[config.mk]
export PLATFORM = sky130hd
export DESIGN_NAME = substitution_layer
export DESIGN_NICKNAME = d
export VERILOG_FILES = /design/src/rtl/substitution_layer.sv
export SDC_FILE = /design/constraint.sdc
export NUM_CORES = 1
export LEC_CHECK = 0
export CAP_MARGIN = 20
export CORE_AREA = 2 2 374 376
export DETAILED_ROUTE_END_ITERATION = 10
export DIE_AREA = 0 0 376 378
export SLEW_MARGIN = 20
export SYNTH_ARGS = -nofsm -noshare
export SYNTH_HDL_FRONTEND = slang
export SYNTH_SLANG_ARGS = --single-unit
[constraint.sdc]
create_clock -name clk_i -period 15.8 [get_ports clk_i]
set_clock_uncertainty 0.15 [all_clocks]
set_input_delay 3.16 -clock clk_i [delete_from_list [all_inputs] [get_ports clk_i]]
set_output_delay 3.16 -clock clk_i [all_outputs]
set_load 0.1 [all_outputs]
[src/rtl/substitution_layer.sv]
// Ascon substitution layer: the 5-bit S-box is applied to all 64 bit-slices of the
// 320-bit state. The block has a combinational output and a registered copy with a valid flag.
package ascon_pkg;
  parameter int WORD_WIDTH = 64;
  typedef logic [WORD_WIDTH-1:0] ascon_state_t [0:4];
endpackage

module substitution_layer
  import ascon_pkg::*;
(
  input  logic         clk_i,
  input  logic         rst_i,
  input  logic         valid_i,
  input  ascon_state_t state_array_i,
  output ascon_state_t state_array_o,
  output ascon_state_t state_reg_o,
  output logic         valid_o
);

  // Word-wide bitwise ops evaluate all 64 slices in parallel; no data-dependent paths.
  function automatic ascon_state_t sbox_layer(input ascon_state_t s);
    ascon_state_t y;
    logic [WORD_WIDTH-1:0] x0, x1, x2, x3, x4;
    x0 = s[0];
    x1 = s[1];
    x2 = s[2];
    x3 = s[3];
    x4 = s[4];
    y[0] = (x4 & x1) ^ x3 ^ (x2 & x1) ^ x2 ^ (x1 & x0) ^ x1 ^ x0;
    y[1] = x4 ^ (x3 & x2) ^ (x3 & x1) ^ x3 ^ (x2 & x1) ^ x2 ^ x1 ^ x0;
    y[2] = ~((x4 & x3) ^ x4 ^ x2 ^ x1);
    y[3] = (x4 & x0) ^ x4 ^ (x3 & x0) ^ x3 ^ x2 ^ x1 ^ x0;
    y[4] = (x4 & x1) ^ x4 ^ x3 ^ (x1 & x0) ^ x1;
    return y;
  endfunction

  ascon_state_t sbox_out;
  ascon_state_t state_reg_d, state_reg_q;
  logic         valid_d, valid_q;

  always_comb begin
    sbox_out = sbox_layer(state_array_i);
  end

  always_comb begin
    state_reg_d = state_reg_q;
    valid_d     = valid_i;
    if (valid_i) begin
      state_reg_d = sbox_out;
    end
  end

  // Registered stage: the result holds while valid_i is low.
  always_ff @(posedge clk_i or posedge rst_i) begin
    if (rst_i) begin
      state_reg_q <= '{default: '0};
      valid_q     <= 1'b0;
    end else begin
      state_reg_q <= state_reg_d;
      valid_q     <= valid_d;
    end
  end

  assign state_array_o = sbox_out;
  assign state_reg_o   = state_reg_q;
  assign valid_o       = valid_q;

endmodule

== Word level (Yosys, flattened, before mapping) ==
Index checks and enable logic that the tools add are counted.

* Bitwise gates (word level): 35

{| class="wikitable"
|+ Operators by type and width
! operator !! number
|-
| bitwise XOR 64 bit || 26
|-
| bitwise AND 64 bit || 8
|-
| inverter 64 bit || 1
|}

* Flip-flop bits (word level): 321

== Depth between registers and ports, before layout ==
* Depth in word-level cells: 8
* Depth in mapped cells: 8
* Mapped depth without buffers: 3

== Worst setup path before layout ==
No wires, ideal clock.

* Kind: in2out
* Start point: in state_array_i[100] (netlist name)
* End point: out state_array_o[100] (netlist name)
* Setup slack: 7.302 ns
* Arrival: 5.188 ns
* Required time: 12.490 ns
* Cell stages on the path: 4
* Cell sequence: clkbuf_1 -> xor2_1 -> nor2_1 -> xnor2_1

{| class="wikitable"
|+ RTL lines
! what !! line !! text
|-
| start: declaration || 14 || <nowiki>input ascon_state_t state_array_i,</nowiki>
|-
| end: declaration || 15 || <nowiki>output ascon_state_t state_array_o,</nowiki>
|}

==> impl_metrics.xml <==
<?xml version="1.0" encoding="UTF-8"?>
<metrics>
  <group name="place">
    <metric name="dpl.cell_count" unit="">5409</metric>
    <metric name="minimum_setup_slack_after_placement" unit="ns">6.66</metric>
    <metric name="placement.io_buffers" unit="">963</metric>
    <metric name="dp_hpwl" unit="µm">97600</metric>
    <metric name="gp_routability_congestion" unit="">0.957</metric>
  </group>
  <group name="worst_setup_path">
    <metric name="path_type_of_the_worst_setup_path" unit="">primary input to output pin</metric>
    <metric name="cp_max_fo" unit="">10</metric>
    <metric name="r2r-start" unit="">state_reg_o[162]</metric>
    <metric name="critical_path_sink_type" unit="">output pin</metric>
    <metric name="timing.critical_path.to" unit="">state_array_o[42]</metric>
    <metric name="startpoint_class" unit="">primary input</metric>
    <metric name="timing.critical_path.required" unit="ns">12.49</metric>
    <metric name="worstReg2RegEnd" unit="">state_reg_o[162]</metric>
    <metric name="worst_ep_arrival_time" unit="ns">5.76</metric>
    <metric name="rrSetupSlack" unit="ns">14.72</metric>
    <metric name="setup.worst_path.start" unit="">state_array_i[234]</metric>
    <metric name="number_of_cell_instances_on_the_worst_register_to_register_path" unit="">1</metric>
  </group>
  <group name="die">
    <metric name="placeableCoreArea" unit="µm²">139000</metric>
    <metric name="die_width" unit="µm">376</metric>
    <metric name="initial_core_util" unit="%">16.9</metric>
    <metric name="fp.dieArea" unit="µm²">142000</metric>
    <metric name="io_pins" unit="">964</metric>
    <metric name="chipHeight" unit="µm">378</metric>
    <metric name="rows" unit="">137</metric>
  </group>
  <group name="grt">
    <metric name="grt_start_max_net_pins" unit="">164</metric>
    <metric name="number_of_antenna_violations_at_the_first_check_in_global_routing" unit="">16</metric>
    <metric name="grtUsageTotal" unit="%">16.0</metric>
    <metric name="grt_pass1_wl" unit="µm">166000</metric>
    <metric name="global_route.overflow_total" unit="">0</metric>
    <metric name="first_global_vias" unit="">22400</metric>
  </group>
  <group name="logic_synthesis">
    <metric name="synth_area_per_cell" unit="µm²">8.30</metric>
    <metric name="syn-cell-area" unit="µm²">23400</metric>
    <metric name="seq_area_frac_synth" unit="%">34.3</metric>
    <metric name="synth_nets" unit="">3149</metric>
    <metric name="synth_cells" unit="">2826</metric>
    <metric name="ys.warnings.count" unit="">0</metric>
    <metric name="yosys_register_bits" unit="">321</metric>
    <metric name="ys_types" unit="">30</metric>
  </group>
  <group name="route">
    <metric name="vias_per_cell" unit="">4.38</metric>
    <metric name="antenna_left" unit="">0</metric>
    <metric name="wl_per_cell" unit="µm">21.7</metric>
    <metric name="vias" unit="">24100</metric>
    <metric name="drt-initial-drc-count" unit="">1489</metric>
    <metric name="post-route-drc-count" unit="">0</metric>
    <metric name="first_pass_iters" unit="">5</metric>
    <metric name="total_wirelength" unit="µm">119000</metric>
  </group>
  <group name="final_layout">
    <metric name="final_layout_size_suffix_gt1_share" unit="%">6.30</metric>
    <metric name="design.final.nets" unit="">3972</metric>
    <metric name="most-common-layout-cells" unit="">877 x clkdlybuf4s50_1, 321 x dfrtp_1, 320 x xnor2_1</metric>
    <metric name="final-instance-count-excl-fill" unit="">5498</metric>
    <metric name="filler_cell_count" unit="">14900</metric>
    <metric name="area.growth.synth_to_final" unit="%">53.3</metric>
    <metric name="final_common_cell" unit="">clkdlybuf4s50_1</metric>
  </group>
  <group name="timing">
    <metric name="final.setup.tns" unit="ns">0</metric>
    <metric name="setup_slack" unit="ns">6.73</metric>
    <metric name="hold_slack" unit="ns">0.328</metric>
    <metric name="post-route-period-util" unit="%">57.4</metric>
    <metric name="final_max_slew_viol_count" unit="">0</metric>
    <metric name="setup_viol" unit="">0</metric>
    <metric name="transition_time_at_the_pin_with_the_least_slew_margin" unit="ns">1.24</metric>
    <metric name="maxSlewHeadroom" unit="%">17.4</metric>
    <metric name="hold_viol" unit="">0</metric>
    <metric name="fmax" unit="MHz">110</metric>
    <metric name="grt_setup_unrepaired" unit="">no</metric>
    <metric name="final.min_clock_period" unit="ns">9.07</metric>
  </group>
  <group name="worst_hold_path">
    <metric name="timing.hold.worst.class" unit="">flip-flop to flip-flop</metric>
  </group>
  <group name="power_and_ir_drop">
    <metric name="leakage_power_figure" unit="nW">14.3</metric>
    <metric name="power.ir.vdd_worst" unit="mV">0.0779</metric>
    <metric name="pwr_density_cell" unit="nW/µm²">144</metric>
    <metric name="power" unit="mW">5.17</metric>
  </group>
  <group name="clock_tree">
    <metric name="post_cts.resized_instances" unit="">0</metric>
    <metric name="cts.hold.buffers_added" unit="">0</metric>
    <metric name="ctsRootBufferMaster" unit="">clkbuf_16</metric>
    <metric name="cts_htree_levels" unit="">2</metric>
    <metric name="postCtsSetupBuffers" unit="">0</metric>
    <metric name="cts-buffers-inserted" unit="">45</metric>
    <metric name="insertion_delay" unit="ns">0.60</metric>
    <metric name="worst_setup_hold_path_clk_slew" unit="ns">0.05</metric>
    <metric name="cts_tree" unit="">yes</metric>
    <metric name="clockBufferDepth" unit="">3</metric>
    <metric name="clock-sinks" unit="">321</metric>
  </group>
  <group name="run">
    <metric name="cap_violations" unit="">0</metric>
  </group>
  <group name="run_status">
    <metric name="outcome" unit="">completed</metric>
  </group>
</metrics>
[critical path, cell delays in order]
cell and delay (ns):
clkdlybuf4s50_1 0.70, nor2_1 0.11, or3_1 0.37, nand2_1 0.14, clkdlybuf4s50_1 1.27
[metrics by stage]
| stage | util (%) | instance area (µm²) |
|---|---|---|
| finish | 26.0 | 36000 |
| global placement | 24.8 | 34400 |
| detailed placement | 24.8 | 34400 |
| CTS | 25.9 | 35900 |
| global route | 26.0 | 36000 |
| floorplan | - | 23500 |
[cell usage after synthesis, drive strengths merged]
cell	number	share of area, %
a211o	64	2.4
a21o	1	0.032
a31o	1	0.037
a31oi	127	3.4
and2	128	3.4
and3	64	1.7
buf	102	2.3
clkbuf	96	1.5
dfrtp	321	34
inv	131	2.1
mux2	64	3.1
nand2	255	4.1
nand2b	66	1.8
nand3	1	0.021
nor2	318	5.1
nor2b	65	1.7
nor3	128	2.7
o211ai	64	2.0
o21a	64	2.0
o21ai	63	1.3
o221ai	64	2.4
o31ai	64	2.0
or3	63	1.7
or4	64	2.0
xnor2	320	12
xor2	128	4.8
[final cells by class]
type	count	area (µm²)	area share [%]
Timing Repair Buffer	974	9560	26.6
Clock inverter	12	196	0.546
Multi-Input combinational cell	2176	14000	39.0
Clock buffer	71	1360	3.77
Inverter	131	507	1.41
Tap cell	1807	2260	6.29
Antenna cell	6	15.0	0.0418
Sequential cell	321	8030	22.3
[kinds of logic after synthesis]
logic type	after synthesis	share of synthesized area [%]
AOI/OAI and AO/OA	512	15.7
xor gates and xnor gates	448	16.7
buffers and inverters	329	5.94
DFF	321	34.3
muxes	64	3.07
and+or+nand+nor	1152	24.3
[layer usage]
metal  part of all wire [%]  vias to the layer above  track usage (%)
li1                       -                    11400                -
met1                     42                    11700             20.0
met2                     47                      837             26.5
met3                    7.6                      154             4.57
met4                    3.0                       10             4.57
met5                  0.052                        -                0
[sequential cells by signal, indices dropped and copies added (netlist names)]
signal / flops
valid_o: 1
state_reg_o: 320
[worst min-delay path by stage]
stage	start	cells after the start	end
2_1_floorplan	state_reg_o[251]	2	state_reg_o[251]
3_3_place_gp	state_reg_o[235]	2	state_reg_o[235]
3_5_place_dp	state_reg_o[250]	2	state_reg_o[250]
4_1_cts	state_reg_o[250]	2	state_reg_o[250]
5_1_grt	state_reg_o[200]	2	state_reg_o[200]
6_report	state_reg_o[250]	2	state_reg_o[250]
[power by group]
group	leakage, nW	switching, mW	internal, mW
sequential	3.76	0.0980	0.945
combinational	9.73	2.35	0.666
clock	0.761	0.440	0.669
total	14.3	2.89	2.28
No activity file was read; power rests on OpenSTA's default activity.
